===== src/rtl/n2t_stim_pkg.sv =====
// Shared types and helpers for the exhaustive vector generator.
// State encoding, error-counter width and binary-to-Gray conversion.
package n2t_stim_pkg;

  typedef enum logic [1:0] {
    IDLE  = 2'd0,
    APPLY = 2'd1,
    DONE  = 2'd2
  } state_t;

  localparam int ERR_CNT_W = 16;

  function automatic logic [15:0] bin2gray(input logic [15:0] i_bin);
    return i_bin ^ (i_bin >> 1);
  endfunction

endpackage


===== src/rtl/vec_hold_counter.sv =====
// Hold-cycle and vector-index counters for the exhaustive vector generator.
// Exposes the next index so the stimulus register can load in step with it.
module vec_hold_counter #(
  parameter int IN_W = 3,
  parameter int HOLD = 5
) (
  input  logic            clk,
  input  logic            rst_n,
  input  logic            i_clr,
  input  logic            i_en,
  output logic [IN_W-1:0] o_index_next,
  output logic            o_index_last,
  output logic            o_hold_last,
  output logic            o_next_hold_last
);

  localparam int              HC_W     = (HOLD > 1) ? $clog2(HOLD) : 1;
  localparam logic [HC_W-1:0] HOLD_MAX = HC_W'(HOLD - 1);
  localparam logic [IN_W:0]   LAST_IDX = {1'b0, {IN_W{1'b1}}};

  logic [HC_W-1:0] r_hold;
  logic [HC_W-1:0] w_hold_next;
  logic [IN_W:0]   r_index;
  logic [IN_W:0]   w_index_next;

  assign o_index_last     = (r_index == LAST_IDX);
  assign o_hold_last      = (r_hold == HOLD_MAX);
  assign o_next_hold_last = (w_hold_next == HOLD_MAX);
  assign o_index_next     = w_index_next[IN_W-1:0];

  // Next-state for hold/index; the index freezes on the last vector.
  always_comb begin
    w_hold_next  = r_hold;
    w_index_next = r_index;
    if (i_clr) begin
      w_hold_next  = '0;
      w_index_next = '0;
    end else if (i_en) begin
      if (o_hold_last) begin
        w_hold_next = '0;
        if (!o_index_last) begin
          w_index_next = r_index + (IN_W+1)'(1);
        end else begin
          w_index_next = r_index;
        end
      end else begin
        w_hold_next  = r_hold + HC_W'(1);
        w_index_next = r_index;
      end
    end else begin
      w_hold_next  = r_hold;
      w_index_next = r_index;
    end
  end

  always_ff @(posedge clk or negedge rst_n) begin
    if (!rst_n) begin
      r_hold  <= '0;
      r_index <= '0;
    end else begin
      r_hold  <= w_hold_next;
      r_index <= w_index_next;
    end
  end

endmodule


===== src/rtl/exhaustive_vector_gen.sv =====
// Exhaustive stimulus engine: walks all 2^IN_W vectors, compares DUT vs golden.
// Build option GRAY_ORDER_EN switches the vector order to reflected Gray code.
module exhaustive_vector_gen
  import n2t_stim_pkg::*;
#(
  parameter int IN_W  = 3,
  parameter int OUT_W = 2,
  parameter int HOLD  = 5
) (
  input  logic                 clk,
  input  logic                 rst_n,
  input  logic                 start,
  output logic [IN_W-1:0]      stim,
  input  logic [OUT_W-1:0]     dut_out,
  input  logic [OUT_W-1:0]     exp_out,
  output logic                 check,
  output logic                 busy,
  output logic                 done,
  output logic                 pass,
  output logic [ERR_CNT_W-1:0] err_count,
  output logic                 first_err_valid,
  output logic [IN_W-1:0]      first_err_vec
);

  logic [1:0]           r_rst_sync;
  logic                 w_rst_n;
  state_t               r_state;
  logic [IN_W-1:0]      r_stim;
  logic                 r_check;
  logic                 r_busy;
  logic                 r_done;
  logic                 r_pass;
  logic [ERR_CNT_W-1:0] r_err_count;
  logic                 r_fe_valid;
  logic [IN_W-1:0]      r_fe_vec;

  logic                 w_clr;
  logic                 w_en;
  logic [IN_W-1:0]      w_index_next;
  logic                 w_index_last;
  logic                 w_hold_last;
  logic                 w_next_hold_last;
  logic [IN_W-1:0]      w_stim_next;
  logic                 w_mismatch;
  logic                 w_err_inc;
  logic [ERR_CNT_W-1:0] w_err_after;

  // Reset asserts asynchronously but is released two clocks later.
  always_ff @(posedge clk or negedge rst_n) begin
    if (!rst_n) begin
      r_rst_sync <= 2'b00;
    end else begin
      r_rst_sync <= {r_rst_sync[0], 1'b1};
    end
  end
  assign w_rst_n = r_rst_sync[1];

  assign w_clr = (r_state != APPLY) && start;
  assign w_en  = (r_state == APPLY);

  vec_hold_counter #(
    .IN_W (IN_W),
    .HOLD (HOLD)
  ) u_cnt (
    .clk              (clk),
    .rst_n            (w_rst_n),
    .i_clr            (w_clr),
    .i_en             (w_en),
    .o_index_next     (w_index_next),
    .o_index_last     (w_index_last),
    .o_hold_last      (w_hold_last),
    .o_next_hold_last (w_next_hold_last)
  );

`ifdef GRAY_ORDER_EN
  assign w_stim_next = IN_W'(bin2gray(16'(w_index_next)));
`else
  assign w_stim_next = w_index_next;
`endif

  assign w_mismatch  = (dut_out != exp_out);
  assign w_err_inc   = r_check && w_mismatch && (r_err_count != 16'hFFFF);
  assign w_err_after = r_err_count + ERR_CNT_W'(w_err_inc);

  // Run-control FSM with the compare/capture datapath and registered outputs.
  always_ff @(posedge clk or negedge w_rst_n) begin
    if (!w_rst_n) begin
      r_state     <= IDLE;
      r_stim      <= '0;
      r_check     <= 1'b0;
      r_busy      <= 1'b0;
      r_done      <= 1'b0;
      r_pass      <= 1'b0;
      r_err_count <= '0;
      r_fe_valid  <= 1'b0;
      r_fe_vec    <= '0;
    end else begin
      case (r_state)
        IDLE, DONE: begin
          if (start) begin
            r_state     <= APPLY;
            r_stim      <= w_stim_next;
            r_check     <= w_next_hold_last;
            r_busy      <= 1'b1;
            r_done      <= 1'b0;
            r_pass      <= 1'b0;
            r_err_count <= '0;
            r_fe_valid  <= 1'b0;
            r_fe_vec    <= '0;
          end
        end
        APPLY: begin
          r_stim      <= w_stim_next;
          r_err_count <= w_err_after;
          if (r_check && w_mismatch && !r_fe_valid) begin
            r_fe_valid <= 1'b1;
            r_fe_vec   <= r_stim;
          end
          // w_hold_last is implied by r_check; the final check ends the run.
          if (r_check && w_hold_last && w_index_last) begin
            r_state <= DONE;
            r_check <= 1'b0;
            r_busy  <= 1'b0;
            r_done  <= 1'b1;
            r_pass  <= (w_err_after == '0);
          end else begin
            r_check <= w_next_hold_last;
          end
        end
        default: begin
          r_state <= IDLE;
          r_check <= 1'b0;
          r_busy  <= 1'b0;
          r_done  <= 1'b0;
        end
      endcase
    end
  end

  assign stim            = r_stim;
  assign check           = r_check;
  assign busy            = r_busy;
  assign done            = r_done;
  assign pass            = r_pass;
  assign err_count       = r_err_count;
  assign first_err_valid = r_fe_valid;
  assign first_err_vec   = r_fe_vec;

endmodule

===== config.mk =====
export PLATFORM = sky130hd
export DESIGN_NAME = exhaustive_vector_gen
export DESIGN_NICKNAME = d
export VERILOG_FILES = /design/src/rtl/n2t_stim_pkg.sv /design/src/rtl/vec_hold_counter.sv /design/src/rtl/exhaustive_vector_gen.sv
export SDC_FILE = /design/constraint.sdc
export NUM_CORES = 1
export LEC_CHECK = 0
export CAP_MARGIN = 0
export CORE_MARGIN = 1
export CORE_UTILIZATION = 48
export CTS_CLUSTER_DIAMETER = 200
export CTS_CLUSTER_SIZE = 14
export DETAILED_ROUTE_END_ITERATION = 10
export PLACE_DENSITY = 0.76
export SYNTH_ARGS = -nofsm -noshare
export SYNTH_HDL_FRONTEND = slang
export SYNTH_HIERARCHICAL = 1
export SYNTH_SLANG_ARGS = --single-unit

===== constraint.sdc =====
create_clock -name clk -period 1.2 [get_ports clk]
set_clock_uncertainty 0.2 [all_clocks]
set_input_delay 0.24 -clock clk [delete_from_list [all_inputs] [get_ports clk]]
set_output_delay 0.24 -clock clk [all_outputs]
set_load 0.03 [all_outputs]

==> run_results.csv, run 1 <==
group,metric,value,unit
placed_design,place_hpwl,4200,um
logic_synthesis,yosysWarnings,6,
logic_synthesis,syn_avg_cell_area,9.30,sq um
floorplanning,die_h,68.5,um
run_status,status,"aborted with a tool error",
run_status,tool.error,"[ERROR DPL-0038] Utilization greater than 100%, impossible to legalize",
clock_tree,cts_buffers,5,
placed_design,port-buffer-count,33,
floorplanning,row_count,23,
logic_synthesis,synth_top_cell_area_share,43.7,%
run_status,stop_stage,"global routing",
clock_tree,cts_buffer_depth,2,
sta,worst_endpoint,"pass$_DFFE_PN0P_/D",
logic_synthesis,yosys-top-cells-area,"dfrtp_1 (44%), o21ai_0 (6.8%), nand3_1 (3.1%), ha_1 (3.0%), a21oi_1 (2.8%)",
floorplanning,io_pins,34,
logic_synthesis,synthDistinctLibCells,55,
logic_synthesis,yosys.area.top_type,"dfrtp_1",
clock_tree,htreeDepth,2,
logic_synthesis,netlist_area,0.00212,sq mm
clock_tree,clock-sinks,37,
logic_synthesis,synth_edf_count,0,
floorplanning,die-width,68.5,um
logic_synthesis,synth_seq_cells,37,
placed_design,gp_congestion,0.806,
logic_synthesis,synthCells,228,
logic_synthesis,seq_area_frac_synth,43.7,%
floorplanning,initial_core_util,51.5,%
clock_tree,root_buffer,"clkbuf_8",
global_routing,grt_start_max_net_pins,17,
logic_synthesis,synthArstFlopShare,100,%
sta,endpoint_type,"register input",
logic_synthesis,postSynthNetCount,240,
logic_synthesis,synthFlopType,"dfrtp_1",
-- stage by stage --
stage          TNS, ps  instances  cell area (sq um)  setup slack, ps  hold WS [ps]
3_3_place_gp    -30170        360               3040            -1660         -22.3
2_1_floorplan   -27160        228               2350            -1720          -256
4_1_cts         -30310        392               3720            -1500         -14.8
3_5_place_dp    -31710        360               3040            -1730         -23.1
-- Yosys cell counts, types with 5 or more instances --
cell / n
inv_1: 7
nand2_1: 16
o21ai_0: 29
clkbuf_1: 5
nand4_1: 5
nand3_1: 13
buf_4: 5
dfrtp_1: 37
ha_1: 5
nor2_1: 14
a21oi_1: 12
-- logic make-up after synthesis --
group / after synthesis / share of synthesized area, %
fa+ha+maj: 5 / 2.95
xor+xnor: 4 / 1.65
flops: 37 / 43.7
other cells: 1 / 0.177
simple gates: 87 / 24.3
buf+inv: 22 / 5.31
mux: 9 / 4.72
compound gates: 63 / 17.2
-- repair_timing --
action / in CTS
setup buffers: 24
hold buffers: 1
pin swaps: 25
resized for setup: 111
setup endpoints to repair: 62
endpoints found under the hold margin: 13
==> run 2, diff against run 1 <==
- CORE_UTILIZATION: 48 -> 39
- CTS_CLUSTER_DIAMETER: 200 -> not set
- CTS_CLUSTER_SIZE: 14 -> not set
- PLACE_DENSITY: 0.76 -> not set
- PLACE_DENSITY_LB_ADDON: not set -> 0.15
- clock period: 1.2 -> 1.6 ns (I/O delays scaled with it)
==> run 2 against run 1 <==
Effect of this change: the flow now finishes, with violations (negative setup slack); synthesized cell count stayed put; area after synthesis did not move.
==> run_results.csv, run 2 <==
group,metric,value,unit
logic_synthesis,netlist_area,0.00212,sq mm
logic_synthesis,synthFlopType,"dfrtp_1",
cells_and_area,layout_common_cells,"buf_4 (70), dfrtp_1 (30), o21ai_1 (27)",
logic_synthesis,synthCells,228,
clock_tree,path_clk_slew,80,ps
power,powerDensity,1160,mW/mm^2
sta,final.setup.tns,-12140,ps
floorplanning,row_count,26,
logic_synthesis,synth.most_common_cell,"dfrtp_1",
logic_synthesis,synth_seq_cells,37,
placed_design,dp_cells,377,
route,vias_per_cell,5.31,
power,leakagePower,1.65,nW
run_status,status,"complete, but fails checks",
sta,setup_ws,-1070,ps
clock_tree,cts_buffer_depth,2,
route,drc_errors,0,
hold_path,hold_class,"reg -> async",
cells_and_area,stdcell_area,0.00362,sq mm
logic_synthesis,yosys-top-cells-area,"dfrtp_1 (44%), o21ai_0 (6.8%), nand3_1 (3.1%), ha_1 (3.0%), a21oi_1 (2.8%)",
placed_design,place_hpwl,3930,um
clock_tree,clk_latency,290,ps
sta,setup_violations,28,
clock_tree,cts_buffers,5,
floorplanning,dieArea,0.00573,sq mm
cells_and_area,num_antenna_cells,0,
sta,period_share,167,%
cells_and_area,drive_above_1_share,56.6,%
critical_path,crit_path_start_kind,"flop",
critical_path,r2r_start,"err_count[3]$_DFFE_PN0P_",
global_routing,grt_pass1_wl,9610,um
sta,period_minus_slack,2670,ps
floorplanning,io_pins,34,
run_status,violations,"negative setup slack",
route,vias,2144,
route,drtPass1Iterations,4,
route,drtAntennaViolNets,0,
critical_path,cp-end-kind,"flop",
sta,finalMaxSlewViolations,0,
clock_tree,cts_tree,"yes",
logic_synthesis,synthDistinctLibCells,55,
clock_tree,clock-sinks,37,
logic_synthesis,synthArstFlopShare,100,%
floorplanning,initial_core_util,41.0,%
route,wl,5930,um
logic_synthesis,yosysWarnings,6,
floorplanning,core_area,0.00517,sq mm
cells_and_area,fillers,410,
critical_path,worstSetupPathType,"reg -> reg",
sta,finalHoldViolCount,0,
placed_design,dp_slack,-1480,ps
clock_tree,htreeDepth,2,
critical_path,crit_required,1620,ps
route,wl_per_cell,14.7,um
placed_design,port-buffer-count,33,
critical_path,reg2regPathDepth,9,
route,drtIter0Drc,83,
power,total_power,4.21,mW
logic_synthesis,postSynthNetCount,240,
placed_design,placed_area,0.00301,sq mm
global_routing,grt_start_max_net_pins,36,
cells_and_area,largest_reg_flops,16,
cells_and_area,synthToLayoutAreaGrowth,70.8,%
global_routing,grt_usage,22.5,%
critical_path,reg2reg_to,"pass$_DFFE_PN0P_",
cells_and_area,final_common_cell,"buf_4",
logic_synthesis,synth_edf_count,0,
cells_and_area,final_cells,404,
floorplanning,die_h,75.7,um
critical_path,worstPathMaxFanout,2,
critical_path,reg2reg_slack,-1070,ps
logic_synthesis,synth_common_cells,"dfrtp_1 (37), o21ai_0 (29), nand2_1 (16), nor2_1 (14), nand3_1 (13)",
floorplanning,die-width,75.7,um
logic_synthesis,seq_area_frac_synth,43.7,%
cells_and_area,nets,345,
flow_run,maxCapViolations,0,
logic_synthesis,yosys.area.top_type,"dfrtp_1",
critical_path,cp.arrival,2690,ps
cells_and_area,final_util,70.0,%
global_routing,grt_pass1_vias,2078,
sta,hold_ws,84.6,ps
logic_synthesis,synth_top_cell_area_share,43.7,%
global_routing,grt_overflow_total,0,
placed_design,gp_congestion,0.820,
logic_synthesis,syn_avg_cell_area,9.30,sq um
sta,clock.fmax,374,MHz
global_routing,antenna_found_initial,0,
sta,rsz0062_at_grt,"true",
power,max-vdd-ir-drop,0.000934,V
clock_tree,root_buffer,"clkbuf_8",
-- run 2: cell counts after synthesis --
No cell type changed its count.
-- run 2: critical path: stages (launching register included) --
cell,delay [ps]
dfrtp_1,360
nand4_1,150
nor4_4,280
a21oi_1,110
ha_2,210
ha_4,210
or4_4,530
nor4b_2,270
o2111ai_1,130
o21ai_1,140
-- run 2: cell type report --
| cell class | count | area, sq um | area share, % |
|---|---|---|---|
| clock buffers | 5 | 68.8 | 1.90 |
| clock inverters | 3 | 65.1 | 1.80 |
| inverters | 8 | 37.5 | 1.04 |
| multi-input cells | 169 | 1480 | 40.8 |
| flip-flops and latches | 37 | 935 | 25.8 |
| well taps | 70 | 87.6 | 2.42 |
| repair buffers | 112 | 951 | 26.3 |
-- run 2: power by group --
| group | switching, mW | internal, mW | total [mW] |
|---|---|---|---|
| logic | 1.02 | 0.943 | 1.97 |
| registers | 0.148 | 1.13 | 1.28 |
| clock network | 0.345 | 0.619 | 0.964 |
| total | 1.52 | 2.70 | 4.21 |
-- run 2: routing by layer --
| layer | share of wire, % | track usage (%) |
|---|---|---|
| met1 | 44 | 27.4 |
| met2 | 51 | 40.0 |
| met3 | 3.4 | 3.97 |
| met4 | 1.9 | 7.61 |
| met5 | 0 | 0 |
-- run 2: how the worst max path moves through the flow --
| stage | startpoint | to | slack, ps | cells after the start |
|---|---|---|---|---|
| after floorplan | err_count[4]$_DFFE_PN0P_ | pass$_DFFE_PN0P_ | -1320 | 13 |
| after global placement | dut_out[1] | pass$_DFFE_PN0P_ | -1390 | 10 |
| after detailed placement | dut_out[1] | pass$_DFFE_PN0P_ | -1480 | 10 |
| after CTS | err_count[11]$_DFFE_PN0P_ | pass$_DFFE_PN0P_ | -1070 | 9 |
| after global routing | err_count[14]$_DFFE_PN0P_ | pass$_DFFE_PN0P_ | -1190 | 9 |
| final | err_count[3]$_DFFE_PN0P_ | pass$_DFFE_PN0P_ | -1070 | 9 |
-- run 2: logic make-up after synthesis --
| group | Yosys count | share of synthesized area, % |
|---|---|---|
| simple gates | 87 | 24.3 |
| compound gates | 63 | 17.2 |
| flops | 37 | 43.7 |
| buf+inv | 22 | 5.31 |
| mux | 9 | 4.72 |
| fa+ha+maj | 5 | 2.95 |
| xor+xnor | 4 | 1.65 |
| other cells | 1 | 0.177 |
-- run 2: repair_timing --
| action | CTS | global route |
|---|---|---|
| hold endpoints to repair | 2 | 0 |
| resized for setup | 90 | 42 |
| pin swaps | 32 | 18 |
| hold buffers | 1 | 0 |
| buffers inserted | 14 | 6 |
| endpoints found under the setup margin | 38 | 41 |
(Power assumes the default switching activity.)
==> run 3, diff against run 2 <==
- CORE_MARGIN: 1 -> not set
==> results of run 3 <==
The final DEF is identical to that of run 2; final timing and power are the same.
